===== src/rtl/fp_pkg.sv =====
// fp_pkg: widths, state encoding and result record for the post-add normalizer
package fp_pkg;
    localparam int EXP_W = 4;
    localparam int FRAC_W = 6;
    localparam logic [EXP_W-1:0] EXP_MAX = '1;
    typedef enum logic [1:0] {IDLE, NORM, DONE} norm_state_t;
    typedef struct packed {
        logic sign;
        logic [EXP_W-1:0] exp;
        logic [FRAC_W-1:0] frac;
        logic zero;
        logic ovf;
        logic unf;
    } fp_res_t;
endpackage


===== src/rtl/fp_norm_step.sv =====
// fp_norm_step: one combinational normalization step (carry shift, zero, done, underflow, left shift); FP_NORM_ROUND_EN enables round-half-even on carry
module fp_norm_step import fp_pkg::*; (
    input  logic              sign,
    input  logic [EXP_W-1:0]  exp,
    input  logic [FRAC_W:0]   mag,
    output logic [EXP_W-1:0]  nxt_exp,
    output logic [FRAC_W:0]   nxt_mag,
    output logic              done,
    output fp_res_t           res
);
    logic [EXP_W-1:0] exp_inc;
    // priority-ordered step; an incomplete step only updates the working mag/exp
    always_comb begin
        exp_inc = exp + 1'b1;
        nxt_exp = exp;
        nxt_mag = mag;
        done = 1'b0;
        res = '0;
        res.sign = sign;
        if (mag[FRAC_W]) begin
            done = 1'b1;
            if (exp_inc == EXP_MAX || exp == EXP_MAX) begin
                res.ovf = 1'b1;
                res.exp = EXP_MAX;
                res.frac = '1;
            end else begin
                res.exp = exp_inc;
                res.frac = mag[FRAC_W:1];
`ifdef FP_NORM_ROUND_EN
                if (mag[1] & mag[0]) begin
                    if (&mag[FRAC_W:1]) begin
                        done = 1'b0;
                        nxt_mag = {1'b1, {FRAC_W{1'b0}}};
                        nxt_exp = exp_inc;
                    end else begin
                        res.frac = mag[FRAC_W:1] + 1'b1;
                    end
                end
`endif
            end
        end else if (mag == '0) begin
            done = 1'b1;
            res.zero = 1'b1;
        end else if (mag[FRAC_W-1]) begin
            done = 1'b1;
            res.exp = exp;
            res.frac = mag[FRAC_W-1:0];
        end else if (exp <= 1) begin
            done = 1'b1;
            res.unf = 1'b1;
            res.zero = 1'b1;
        end else begin
            nxt_mag = {mag[FRAC_W-1:0], 1'b0};
            nxt_exp = exp - 1'b1;
        end
    end
endmodule


===== src/rtl/fp_norm_seq.sv =====
// fp_norm_seq: sequential one-bit-per-clock normalizer with valid/ready handshake; FP_NORM_ROUND_EN enables carry rounding
module fp_norm_seq import fp_pkg::*; (
    input  logic              clk,
    input  logic              reset,
    input  logic              in_valid,
    output logic              in_ready,
    input  logic              in_sign,
    input  logic [EXP_W-1:0]  in_exp,
    input  logic [FRAC_W:0]   in_mag,
    output logic              out_valid,
    input  logic              out_ready,
    output logic              out_sign,
    output logic [EXP_W-1:0]  out_exp,
    output logic [FRAC_W-1:0] out_frac,
    output logic              out_zero,
    output logic              out_ovf,
    output logic              out_unf
);
    norm_state_t state_q, state_d;
    logic sign_q;
    logic [EXP_W-1:0] exp_q, nxt_exp;
    logic [FRAC_W:0] mag_q, nxt_mag;
    logic done;
    fp_res_t step_res, res_q;

    fp_norm_step u_step (
        .sign(sign_q),
        .exp(exp_q),
        .mag(mag_q),
        .nxt_exp(nxt_exp),
        .nxt_mag(nxt_mag),
        .done(done),
        .res(step_res)
    );

    // state, working operand and held result registers
    always_ff @(posedge clk) begin
        if (reset) begin
            state_q <= IDLE;
            sign_q <= 1'b0;
            exp_q <= '0;
            mag_q <= '0;
            res_q <= '0;
        end else begin
            state_q <= state_d;
            if (state_q == IDLE && in_valid) begin
                sign_q <= in_sign;
                exp_q <= in_exp;
                mag_q <= in_mag;
            end
            if (state_q == NORM) begin
                exp_q <= nxt_exp;
                mag_q <= nxt_mag;
                if (done) res_q <= step_res;
            end
        end
    end

    // next state and handshake outputs
    always_comb begin
        state_d = state_q;
        in_ready = 1'b0;
        out_valid = 1'b0;
        case (state_q)
            IDLE: begin
                in_ready = 1'b1;
                if (in_valid) state_d = NORM;
            end
            NORM: if (done) state_d = DONE;
            DONE: begin
                out_valid = 1'b1;
                if (out_ready) state_d = IDLE;
            end
            default: state_d = IDLE;
        endcase
    end

    assign out_sign = res_q.sign;
    assign out_exp = res_q.exp;
    assign out_frac = res_q.frac;
    assign out_zero = res_q.zero;
    assign out_ovf = res_q.ovf;
    assign out_unf = res_q.unf;
endmodule


===== config.mk =====
export PLATFORM = sky130hd
export DESIGN_NAME = fp_norm_seq
export DESIGN_NICKNAME = d
export VERILOG_FILES = /design/src/rtl/fp_pkg.sv /design/src/rtl/fp_norm_step.sv /design/src/rtl/fp_norm_seq.sv
export SDC_FILE = /design/constraint.sdc
export NUM_CORES = 1
export LEC_CHECK = 0
export CORE_MARGIN = 3
export CORE_UTILIZATION = 45
export CTS_CLUSTER_DIAMETER = 80
export DETAILED_ROUTE_END_ITERATION = 10
export GPL_ROUTABILITY_DRIVEN = 0
export PLACE_DENSITY = 0.8
export RECOVER_POWER = 50
export SLEW_MARGIN = 15
export SYNTH_ARGS = -nofsm -noshare
export SYNTH_HDL_FRONTEND = slang
export SYNTH_SLANG_ARGS = --single-unit

===== constraint.sdc =====
create_clock -name clk -period 2.35 [get_ports clk]
set_input_delay 0.3525 -clock clk [delete_from_list [all_inputs] [get_ports clk]]
set_output_delay 0.3525 -clock clk [all_outputs]
set_load 0.01 [all_outputs]

==> flow_metrics.py, run 1 <==
metrics = {
    "run_status": {
        "status": "finished clean",
    },
    "synthesis": {
        "synth_area_leaders": "dfxtp_1, nand2_1, nor2_1",
        "ys_ff_latch": 28,
        "synth_top_cell_by_area": "dfxtp_1",
        "syn_area_mm2": 0.00150,
        "yosysWarnings": 0,
        "ys_seq_area_share_pct": 37.5,
        "synth_area_per_cell_um2": 8.41,
        "synth_nets": 198,
        "yosys.area.top_type_share_pct": 37.5,
        "async_flop_share_pct": 0,
        "ys.flop_type": "dfxtp_1",
        "synth_edf_count": 0,
        "synth_cells": 178,
        "synth_cell_type_count": 46,
    },
    "sta": {
        "slew_headroom_pct": 52.1,
        "drv_slew": 0,
        "grt_setup_unrepaired": "no",
        "finalSetupViolations": 0,
        "clock_skew_ns": 0.00151,
        "max_freq_mhz": 503,
        "setup_tns_ns": 0,
        "hold_viol_final": 0,
        "finalWorstSetupSlack_ns": 0.361,
        "fin_crit_ns": 1.99,
        "worstMarginPinSlew_ns": 0.718,
        "min_period_over_period_pct": 84.6,
        "whs_ns": 0.466,
    },
    "power_and_ir_drop": {
        "p_comb_share_pct": 32.6,
        "pwr-share-clk_pct": 19.0,
        "pwr-share-seq_pct": 48.4,
        "switching_share_pct": 34.8,
        "p_int_w": 0.000808,
        "irDropWorstVdd_uv": 361,
        "p_leak_nw": 0.691,
        "powerDensity_mw_per_mm2": 678,
        "finalPower_w": 0.00124,
        "power_switching_w": 0.000431,
    },
    "cts": {
        "cts.sink_count": 28,
        "post-cts-setup-buffer-count": 0,
        "cts_hold_buf": 0,
        "cts_buffer_depth": 2,
        "htree_levels": 1,
        "numCtsBuffers": 3,
        "cts_root_buf": "clkbuf_4",
        "cts.reportedPaths.clkPinSlew_ns": 0.15,
        "insertion_delay_ns": 0.32,
        "cts_resized": 0,
        "cts_tree": "done",
    },
    "floorplan": {
        "die_h_um": 63.7,
        "die-area_mm2": 0.00405,
        "core_area_mm2": 0.00310,
        "io_pins": 32,
        "die_w_um": 63.7,
        "row_count": 20,
        "start_util_pct": 48.2,
    },
    "global_route": {
        "antenna_found_initial": 0,
        "grt_pass1_wl_um": 5440,
        "grt_use_total_pct": 16.7,
        "first_global_vias": 1257,
        "gr-total-overflow": 0,
        "grt_max_degree": 30,
    },
    "setup_path": {
        "critPathMaxFanout": 10,
        "rr_endpoint": "exp_q[1]",
        "cp-endpoint": "exp_q[1]",
        "end_kind": "flop",
        "critPathLaunchType": "flop",
        "regToRegStartpoint": "exp_q[0]",
        "crit_path_start": "exp_q[0]",
        "reg2reg_slack_ns": 0.36,
        "worstPathArrival_ns": 2.24,
        "cp.required_ns": 2.60,
        "r2r_cells": 7,
        "criticalPathCategory": "reg2reg",
    },
    "placed_design": {
        "port_buffers": 31,
        "preCtsSetupSlack_ns": 0.434,
        "dpl.hpwl_um": 2400,
    },
    "layout": {
        "layout_common_cells": "dfxtp_1, nand2_1, nor2_1",
        "antenna_cells": 0,
        "area_delta_synth_final_pct": 22.1,
        "fillCellCount": 315,
        "final_common_cell": "dfxtp_1",
        "fin_nets": 224,
        "final_layout_size_suffix_gt1_share_pct": 8.37,
    },
    "route": {
        "antenna_left": 0,
        "first_pass_iters": 4,
        "wl_per_cell_um": 13.0,
        "via_count": 1363,
        "drt_iter0_drc": 60,
        "routed_via_density": 5.52,
        "drc": 0,
        "wl_um": 3210,
    },
    "flow_run": {
        "drv_cap": 0,
    },
    "min_path": {
        "hold_path_class": "reg2reg",
        "hp-start": "out_sign",
    },
}
## flip-flops by register name (all words and copies together), names as in the netlist
signal / cells
mag_q: 7
out_frac: 6
exp_q: 4
out_exp: 4
state_q: 2
out_ovf: 1
out_sign: 1
out_unf: 1
out_zero: 1
sign_q: 1
## final cells by class
| cell class | count | area, µm² | area share, % |
|---|---|---|---|
| Timing Repair Buffer | 33 | 325 | 17.8 |
| Multi-Input combinational cell | 135 | 838 | 45.9 |
| Tap cell | 44 | 55.1 | 3.01 |
| Inverter | 3 | 11.3 | 0.616 |
| Clock buffer | 4 | 36.3 | 1.99 |
| Sequential cell | 28 | 561 | 30.7 |
## critical path: stages (launching register included)
cell	delay, ns
dfxtp_1	0.42
inv_1	0.13
ha_1	0.20
nor2_1	0.07
or3_1	0.36
a41oi_2	0.42
a211oi_1	0.10
a211oi_1	0.22
## stage by stage
| step | instance area, µm² | cells | util (%) |
|---|---|---|---|
| final | 1830 | 247 | 58.9 |
| after global routing | 1830 | 247 | 58.9 |
| after CTS | 1840 | 247 | 59.2 |
| after detailed placement | 1800 | 243 | 58.1 |
| after global placement | 1800 | 243 | 58.1 |
| after floorplan | 1500 | 178 | - |
## power by group through the flow
stage                     clock network [W]  registers (W)  logic, W
after floorplan                           0       0.000590  0.000323
after global placement                    0       0.000607  0.000415
after detailed placement                  0       0.000611  0.000424
after CTS                          0.000242       0.000600  0.000426
after global routing               0.000260       0.000610  0.000451
final                              0.000236       0.000599  0.000404
## how the worst min path moves through the flow
| stage | depth (start not counted) | to |
|---|---|---|
| CTS | 2 | out_ovf |
| global placement | 2 | out_zero |
| detailed placement | 2 | out_ovf |
| floorplan | 2 | out_sign |
| global route | 2 | out_ovf |
| finish | 2 | out_sign |
## metal layers
layer  vias up  part of all wire, %  GRT usage [%]  wire length (µm)
li1        684                    -              -                 -
met1       639                   42           19.1              1350
met2        38                   52           31.6              1660
met4         0                 0.75           5.66                24
met3         2                  5.4           2.14               172
met5         -                    0              0                 0
## Yosys cell counts (2+ instances only)
cell / instances
or3_1: 2
a311oi_1: 4
inv_1: 3
nand2_1: 25
nor3b_1: 2
a21oi_1: 11
and3_1: 3
nand2b_1: 4
buf_2: 3
a211oi_1: 6
a31oi_1: 5
dfxtp_1: 28
nor2_2: 2
ha_1: 4
buf_6: 3
nor2b_1: 4
a22oi_1: 2
o21ai_0: 4
and2_1: 2
a21o_1: 3
nor3_1: 7
mux2i_1: 3
nor2_1: 21
clkbuf_1: 5
## kinds of logic (layout without fill, tap and decap cells)
group	count (synthesis)	count (layout)	share of synthesized area, %
adders and majority gates	4	4	3.34
DFF	28	28	37.5
xor gates and xnor gates	1	1	0.585
buffers and inverters	15	40	5.77
AOI/OAI and AO/OA	48	48	24.2
muxes	4	4	2.76
and+or+nand+nor	78	78	25.9
Power figures use the tool's default switching activity.
==> inputs of run 2 (changes only) <==
- clock period: 2.35 -> 2 ns (I/O delays scaled with it)
==> run 2 against run 1 <==
Sequential share of layout area decreased by 1.6 points. Largest power group unchanged. Total power is 24% higher. Global-route usage down 0.58 points. Hold slack worse by 0.0022 ns. Design area up 5.8%. Count of clock-buffer cells in the layout did not move. Critical endpoint is now exp_q[0]. Register-to-register slack worse by 0.22 ns. Via count increased by 1.8%. Clock skew is 0.0032 ns higher. Clock power rose by 16%. Fmax rose by 7.0%.
==> flow_metrics.py, run 2 (same netlist as run 1, synthesis figures left out) <==
metrics = {
    "placed_design": {
        "dpl.hpwl_um": 2340,
        "port_buffers": 31,
        "place_area_mm2": 0.00182,
        "place_inst": 246,
    },
    "floorplan": {
        "io_pins": 32,
        "die-area_mm2": 0.00405,
        "die_h_um": 63.7,
        "row_count": 20,
        "core_area_mm2": 0.00310,
        "die_w_um": 63.7,
        "start_util_pct": 48.2,
    },
    "setup_path": {
        "critPathLaunchType": "flop",
        "worstPathArrival_ns": 2.12,
        "end_kind": "flop",
        "cp.required_ns": 2.26,
        "criticalPathCategory": "reg2reg",
        "critPathMaxFanout": 8,
    },
    "route": {
        "wl_per_cell_um": 12.8,
        "via_count": 1388,
        "routed_via_density": 5.38,
        "first_pass_iters": 4,
        "drt_iter0_drc": 65,
        "wl_um": 3290,
        "antenna_left": 0,
        "drc": 0,
    },
    "layout": {
        "fin_util_pct": 62.3,
        "layout_common_cells": "dfxtp_1, nand2_1, nor2_1",
        "design_area_mm2": 0.00193,
        "fin_nets": 235,
        "final_layout_size_suffix_gt1_share_pct": 14.5,
        "multi_input_area_um2": 851,
        "fillCellCount": 303,
        "instances_no_fill": 258,
        "largest_reg_flops": 7,
        "antenna_cells": 0,
        "area_delta_synth_final_pct": 29.2,
        "final_common_cell": "dfxtp_1",
        "seq_area_um2": 562,
        "regMostFlops": "mag_q",
    },
    "flow_run": {
        "drv_cap": 0,
    },
    "cts": {
        "cts_buffer_depth": 2,
        "insertion_delay_ns": 0.32,
        "cts_tree": "done",
        "cts_hold_buf": 0,
        "htree_levels": 1,
        "cts.sink_count": 28,
        "numCtsBuffers": 3,
        "cts.reportedPaths.clkPinSlew_ns": 0.15,
        "cts_root_buf": "clkbuf_4",
    },
    "sta": {
        "drv_slew": 0,
        "min_period_over_period_pct": 92.9,
        "clock_skew_ns": 0.00468,
        "finalSetupViolations": 0,
        "hold_viol_final": 0,
        "setup_tns_ns": 0,
        "worstMarginPinSlew_ns": 0.545,
        "fin_crit_ns": 1.86,
        "max_freq_mhz": 538,
        "slew_headroom_pct": 63.7,
    },
    "power_and_ir_drop": {
        "irDropWorstVdd_uv": 400,
        "powerDensity_mw_per_mm2": 794,
        "p_leak_nw": 0.746,
    },
    "global_route": {
        "grt_pass1_wl_um": 5380,
        "first_global_vias": 1192,
        "grt_max_degree": 30,
        "grt_use_total_pct": 16.2,
        "gr-total-overflow": 0,
        "antenna_found_initial": 0,
    },
    "run_status": {
        "status": "finished clean",
    },
    "min_path": {
        "hold_path_class": "reg2reg",
    },
}
[run 2: report_power, final]
part / internal, W / switching, W / total [W]
clock: 0.000111 / 0.000162 / 0.000274
combinational: 0.000273 / 0.000285 / 0.000557
sequential: 0.000622 / 0.0000811 / 0.000703
[run 2: routing by layer]
layer / track usage (%) / part of all wire (%) / up-vias
li1: - / - / 714
met1: 21.8 / 45 / 623
met2: 27.1 / 48 / 49
met3: 2.50 / 6.6 / 2
met4: 3.23 / 0.46 / 0
met5: 0 / 0 / -
[run 2: layout make-up]
cell class | instances | area share [%]
clock buffer | 4 | 1.88
inverter | 3 | 0.583
multi-input combinational | 135 | 44.0
sequential | 28 | 29.1
tap | 44 | 2.85
timing repair buffer | 44 | 21.6
[run 2: path summary, 6_finish.rpt]
kind	from	endpoint	slack, ns	cells after the start
worst max-delay path	exp_q[0]	exp_q[0]	0.14	7
worst min-delay path	out_ovf	out_ovf	0.46	2
worst max register to register	exp_q[0]	exp_q[0]	0.14	7
worst min register to register	out_ovf	out_ovf	0.46	2
[run 2: through the flow]
stage          power (W)  setup WS [ns]  hold WS [ns]
6_report         0.00153          0.142         0.464
5_1_grt          0.00163       -0.00707         0.499
4_1_cts          0.00150         0.0138         0.471
3_5_place_dp     0.00123         0.0515         0.452
3_3_place_gp     0.00121          0.153         0.443
2_1_floorplan    0.00107          0.265         0.431
[run 2: worst max-delay path: stages (launching register included)]
cell and delay (ns):
dfxtp_2 0.39, inv_1 0.12, ha_1 0.19, nor2_1 0.06
or3_1 0.39, a41o_1 0.30, a31o_1 0.23, a21oi_1 0.11
[run 2: what timing repair did]
item / in CTS / in global routing
resized for setup: 0 / 3
setup endpoints to repair: 0 / 22
setup buffers: 0 / 8
hold endpoints to repair: 0 / 0
==> inputs of run 3 (changes only) <==
- CTS_CLUSTER_DIAMETER: 80 -> 30
- PLACE_DENSITY: 0.8 -> 0.83
- clock period: 2 -> 1.68 ns (I/O delays scaled with it)
==> run 3 against run 2 <==
Critical path depth stayed put. First-iteration DRC count is 7.7% higher. Highest routed layer unchanged. Non-clock buffer count is 13 higher. Largest cell class unchanged.
==> flow_metrics.py, run 3 (same netlist as run 1, synthesis figures left out) <==
metrics = {
    "run_status": {
        "status": "finished clean",
    },
    "cts": {
        "numCtsBuffers": 3,
        "cts.sink_count": 28,
        "cts_buffer_depth": 2,
        "insertion_delay_ns": 0.35,
        "cts_root_buf": "clkbuf_4",
        "htree_levels": 1,
        "cts.reportedPaths.clkPinSlew_ns": 0.16,
        "cts_tree": "done",
    },
    "power_and_ir_drop": {
        "pwr-share-clk_pct": 18.8,
        "powerDensity_mw_per_mm2": 966,
        "power_switching_w": 0.000722,
        "finalPower_w": 0.00210,
        "pwr-share-seq_pct": 40.2,
        "p_int_w": 0.00138,
        "p_leak_nw": 0.801,
        "switching_share_pct": 34.4,
        "irDropWorstVdd_uv": 514,
        "p_comb_share_pct": 41.0,
    },
    "sta": {
        "hold_viol_final": 0,
        "grt_setup_unrepaired": "yes",
        "drv_slew": 0,
        "finalWorstSetupSlack_ns": 0.00102,
        "finalSetupViolations": 0,
        "min_period_over_period_pct": 99.9,
        "worstMarginPinSlew_ns": 0.481,
        "setup_tns_ns": 0,
        "max_freq_mhz": 596,
        "fin_crit_ns": 1.68,
        "slew_headroom_pct": 67.9,
        "clock_skew_ns": 0.0126,
    },
    "route": {
        "wl_um": 3830,
        "first_pass_iters": 4,
        "wl_per_cell_um": 14.1,
        "via_count": 1473,
        "antenna_left": 0,
        "drt_iter0_drc": 70,
        "drc": 0,
        "routed_via_density": 5.44,
    },
    "floorplan": {
        "die_w_um": 63.7,
        "core_area_mm2": 0.00310,
        "row_count": 20,
        "io_pins": 32,
        "start_util_pct": 48.2,
        "die_h_um": 63.7,
        "die-area_mm2": 0.00405,
    },
    "layout": {
        "final_layout_size_suffix_gt1_share_pct": 26.4,
        "fin_nets": 248,
        "layout_common_cells": "clkdlybuf4s50_1, nand2_1, dfxtp_1",
        "area_delta_synth_final_pct": 45.1,
        "final_common_cell": "clkdlybuf4s50_1",
        "regMostFlops": "mag_q",
        "fillCellCount": 261,
        "antenna_cells": 0,
        "largest_reg_flops": 7,
    },
    "global_route": {
        "gr-total-overflow": 0,
        "grt_use_total_pct": 17.9,
        "grtUsageMet1_pct": 22.6,
        "first_global_vias": 1264,
        "antenna_found_initial": 0,
        "grt_pass1_wl_um": 5820,
        "grt_max_degree": 17,
        "met2_usage_pct": 31.0,
        "grt_util_met3_pct": 2.50,
        "busiest_layer": "met2",
    },
    "placed_design": {
        "dpl.hpwl_um": 2550,
        "port_buffers": 31,
        "preCtsSetupSlack_ns": -0.0374,
    },
    "setup_path": {
        "cp-endpoint": "mag_q[4]",
        "reg2reg_slack_ns": 0.001,
        "slowest_delay_ns": 0.41,
        "crit_slowest_cell": "dfxtp_4",
        "r2r_cells": 7,
        "regToRegStartpoint": "exp_q[0]",
        "critPathLaunchType": "flop",
        "critPathMaxFanout": 6,
        "worstPathArrival_ns": 1.96,
        "cp.required_ns": 1.96,
        "worstPathCellList": "inv_4 > ha_4 > nor2_2 > or3_4 > a41o_4 > buf_12 > a211oi_1",
        "crit_path_start": "exp_q[0]",
        "rr_endpoint": "mag_q[4]",
        "end_kind": "flop",
        "criticalPathCategory": "reg2reg",
    },
    "flow_run": {
        "drv_cap": 0,
    },
    "min_path": {
        "hold_path_class": "in2reg",
    },
}
==> run 3: cell types whose count changed in the layout (fill, tap and decap cells not counted), moves of 3 or more <==
cell and delta:
dlygate4sd3_1 -15, clkdlybuf4s50_1 +13, buf_4 +10, dfxtp_1 -4
ha_1 -3
==> run 3: layout make-up <==
cell class / count / area (µm²) / share of cell area [%]
multi-input cells: 135 / 933 / 43.0
well taps: 44 / 55.1 / 2.54
clock buffers: 4 / 47.5 / 2.19
flip-flops and latches: 28 / 572 / 26.3
repair buffers: 57 / 547 / 25.2
inverters: 3 / 16.3 / 0.749
==> run 3: layer usage <==
layer	share of wire, %	vias to the layer above
met3	4.9	7
li1	-	738
met2	50	46
met1	44	682
met5	0	-
met4	1.6	0
==> run 3: critical path: cells and delay by family, from the launching register on <==
kind            cells  cell delay [ns]
buf+inv             2             0.21
compound gates      2             0.46
simple gates        2             0.41
fa+ha+maj           1             0.13
flops               1             0.41
==> run 3: power groups by stage <==
| stage | Sequential [W] | Combinational, W | Clock, W |
|---|---|---|---|
| 2_1_floorplan | 0.000830 | 0.000463 | 0 |
| 3_3_place_gp | 0.000845 | 0.000700 | 0 |
| 3_5_place_dp | 0.000849 | 0.000712 | 0 |
| 4_1_cts | 0.000835 | 0.000769 | 0.000396 |
| 5_1_grt | 0.000853 | 0.000927 | 0.000422 |
| 6_report | 0.000842 | 0.000861 | 0.000394 |
==> run 3: what timing repair did <==
action | 4_1_cts | 5_1_grt
resized for setup | 10 | 16
hold buffers | 0 | 0
pin swaps | 6 | 10
setup buffers | 6 | 3
endpoints found under the setup margin | 11 | 20
==> run 3: through the flow <==
stage	std cells	hold WS [ns]	util, %	instance area [µm²]
6_report	271	0.461	70.0	2170
5_1_grt	271	0.477	70.0	2170
4_1_cts	268	0.456	66.4	2060
3_5_place_dp	258	0.450	62.7	1950
3_3_place_gp	258	0.443	62.7	1950
2_1_floorplan	178	0.399	-	1520
==> run 3: worst min-delay path by stage <==
stage	startpoint	end	slack [ns]	cells past startpoint
2_1_floorplan	in_sign	sign_q	0.40	2
4_1_cts	in_mag[0]	mag_q[0]	0.46	3
3_5_place_dp	sign_q	out_sign	0.45	2
5_1_grt	in_mag[0]	mag_q[0]	0.48	3
3_3_place_gp	out_ovf	out_ovf	0.44	2
6_report	in_mag[0]	mag_q[0]	0.46	3
==> variant: new RTL, flow settings as in run 1 <==
The package constant `FRAC_W` goes from 6 to 8.
--- a/src/rtl/fp_pkg.sv
+++ b/src/rtl/fp_pkg.sv
@@ -1,7 +1,7 @@
 // fp_pkg: widths, state encoding and result record for the post-add normalizer
 package fp_pkg;
     localparam int EXP_W = 4;
-    localparam int FRAC_W = 6;
+    localparam int FRAC_W = 8;
     localparam logic [EXP_W-1:0] EXP_MAX = '1;
     typedef enum logic [1:0] {IDLE, NORM, DONE} norm_state_t;
     typedef struct packed {
Ports: changed (resized in_mag and out_frac); port bits go from 32 to 36. The function was not compared with the original's and may differ.
==> variant against run 1 <==
Worst hold slack worse by 20 ps. Worst setup slack worse by 23 ps. Final area rose by 14%. Wire length grew 25%. Clock power up 21%. Total power rose by 14%. Sequential cell count is 4 higher. Area after synthesis is 6.3% higher. Critical endpoint is now exp_q[0]. Highest routed layer unchanged.
==> variant: results (changes against run 1) <==
Logic synthesis
  – Avg Cell Area, Syn: 8.114 µm² (-3.5%)
  – Post-synth cell types: 43 (-6.5%)
  – Seq/Total Area, Yosys: 40.28% (+2.8 points)
  – Syn Nets: 218 (+10%)
  – Ranking of synthesized cells by area: dfxtp_1 40%, nor2_1 7.1%, a21oi_1 6.9%
  – Ys async rst share: 0% (unchanged)
  – Top FF cell, synth: dfxtp_1
  – Most frequent cells after synthesis: 32 x dfxtp_1, 30 x nor2_1, 22 x a21oi_1, 13 x nand2_1, 13 x nor3_1

Cells and area
  – Largest register FFs: 9 (+2)
  – Fill cell count: 319 (+1.3%)
  – Fin nets: 262 (+17%)
  – Layout cells sized above 1: 10.00% (+1.6 points)
  – Post-route insts no fill: 284 (+15%)

Setup path
  – Reg2reg setup slack: 340 ps (-20 ps)
  – CP Max Fanout: 6 (-4)

Place
  – IO Port Bufs: 35 (+13%)
  – Post-DP HPWL: 2962 µm (+23%)

Detailed routing
  – DR iter-0 viols: 96 (+60%)
  – Mean number of vias per cell: 5.715 (+3.6%)
  – Total length of routed wires: 4025 µm (+25%)

Clock network
  – Total CTS buffers: 5 (+2)
  – Postcts setup bufs: 0 (unchanged)
  – CTS H-tree lvls: 2 (+1)
  – Worst-path clk slew: 100 ps (-50 ps)

STA
  – Skew final: 13.93 ps (+12.42 ps)
  – Post-Route Setup TNS: 0 ps (unchanged)
  – Slew of the pin with the lowest slew margin: 604.8 ps (-113.2 ps)

Global routing
  – Tot GR Track Use: 20.61% (+3.9 points)
  – Largest net degree at the start of global routing: 19 (-37%)
  – GRT Residual Overflow: 0 (unchanged)
  – First-pass GRT wire length: 6851 µm (+26%)
  – Vias in the first global route: 1461 (+16%)
  – Antenna violations before repair: 0 (unchanged)

Power and ir drop
  – P_leak: 0.8221 nW (+19%)
  – VDD IR max: 0.0005013 V (+39%)
  – Sw Ratio: 35.49% (+0.69 points)

Outcome
  – Outcome: completed
-- variant: cell types whose count changed after synthesis, sizes merged, moves of 7 or more --
| cell | before | now |
|---|---|---|
| nand2 | 25 | 13 |
| a21oi | 13 | 22 |
| nand3 | 2 | 11 |
| o31ai | 1 | 10 |
| nor2 | 23 | 30 |
-- variant: power by group through the flow --
stage | sequential (W) | combinational (W) | clock, W
6_report | 0.000655 | 0.000473 | 0.000286
4_1_cts | 0.000654 | 0.000493 | 0.000289
3_3_place_gp | 0.000665 | 0.000488 | 0
2_1_floorplan | 0.000655 | 0.000309 | 0
3_5_place_dp | 0.000666 | 0.000490 | 0
5_1_grt | 0.000664 | 0.000528 | 0.000319
-- variant: critical path, stage by stage (launching register included) --
cell and delay, ps:
dfxtp_1 320, inv_1 100, ha_1 210, nor2_1 70, o31ai_1 230, clkbuf_1 280, nor3_1 130, or4_1 480
o41ai_1 80
-- variant: metrics by stage --
stage	setup WS, ps	hold slack, ps	instance area (µm²)
after global routing	139.9	460.7	2083
after global placement	429.2	435.6	2053
after CTS	381.3	449.5	2100
after floorplan	226.1	435.7	1590
final	338.1	445.9	2083
after detailed placement	391.6	435.0	2053
-- variant: kinds of logic after synthesis --
kind of cell	after synthesis	share of synthesized area [%]
compound gates	57	24.71
fa+ha+maj	4	3.147
buf+inv	19	4.878
flops	32	40.28
mux	2	1.259
simple gates	82	25.73
-- variant: layout make-up --
type                            count  area share (%)
Multi-Input combinational cell    145           41.62
Sequential cell                    32           30.75
Timing Repair Buffer               50           21.68
Tap cell                           44           2.643
Clock buffer                        6           1.982
Inverter                            6           1.081
Clock inverter                      1          0.2402
-- variant: worst paths after layout --
kind	endpoint	startpoint	cells past startpoint
max	exp_q[0]	exp_q[0]	8
min	out_zero	out_zero	2
max reg2reg	exp_q[0]	exp_q[0]	8
min reg2reg	out_zero	out_zero	2
-- variant: metal layers --
metal	vias to the layer above	GRT usage, %	share of wire (%)
li1	805	-	-
met1	741	28.59	45
met2	73	31.73	46
met3	4	4.957	8.1
met4	0	5.959	0.89
met5	-	0	0
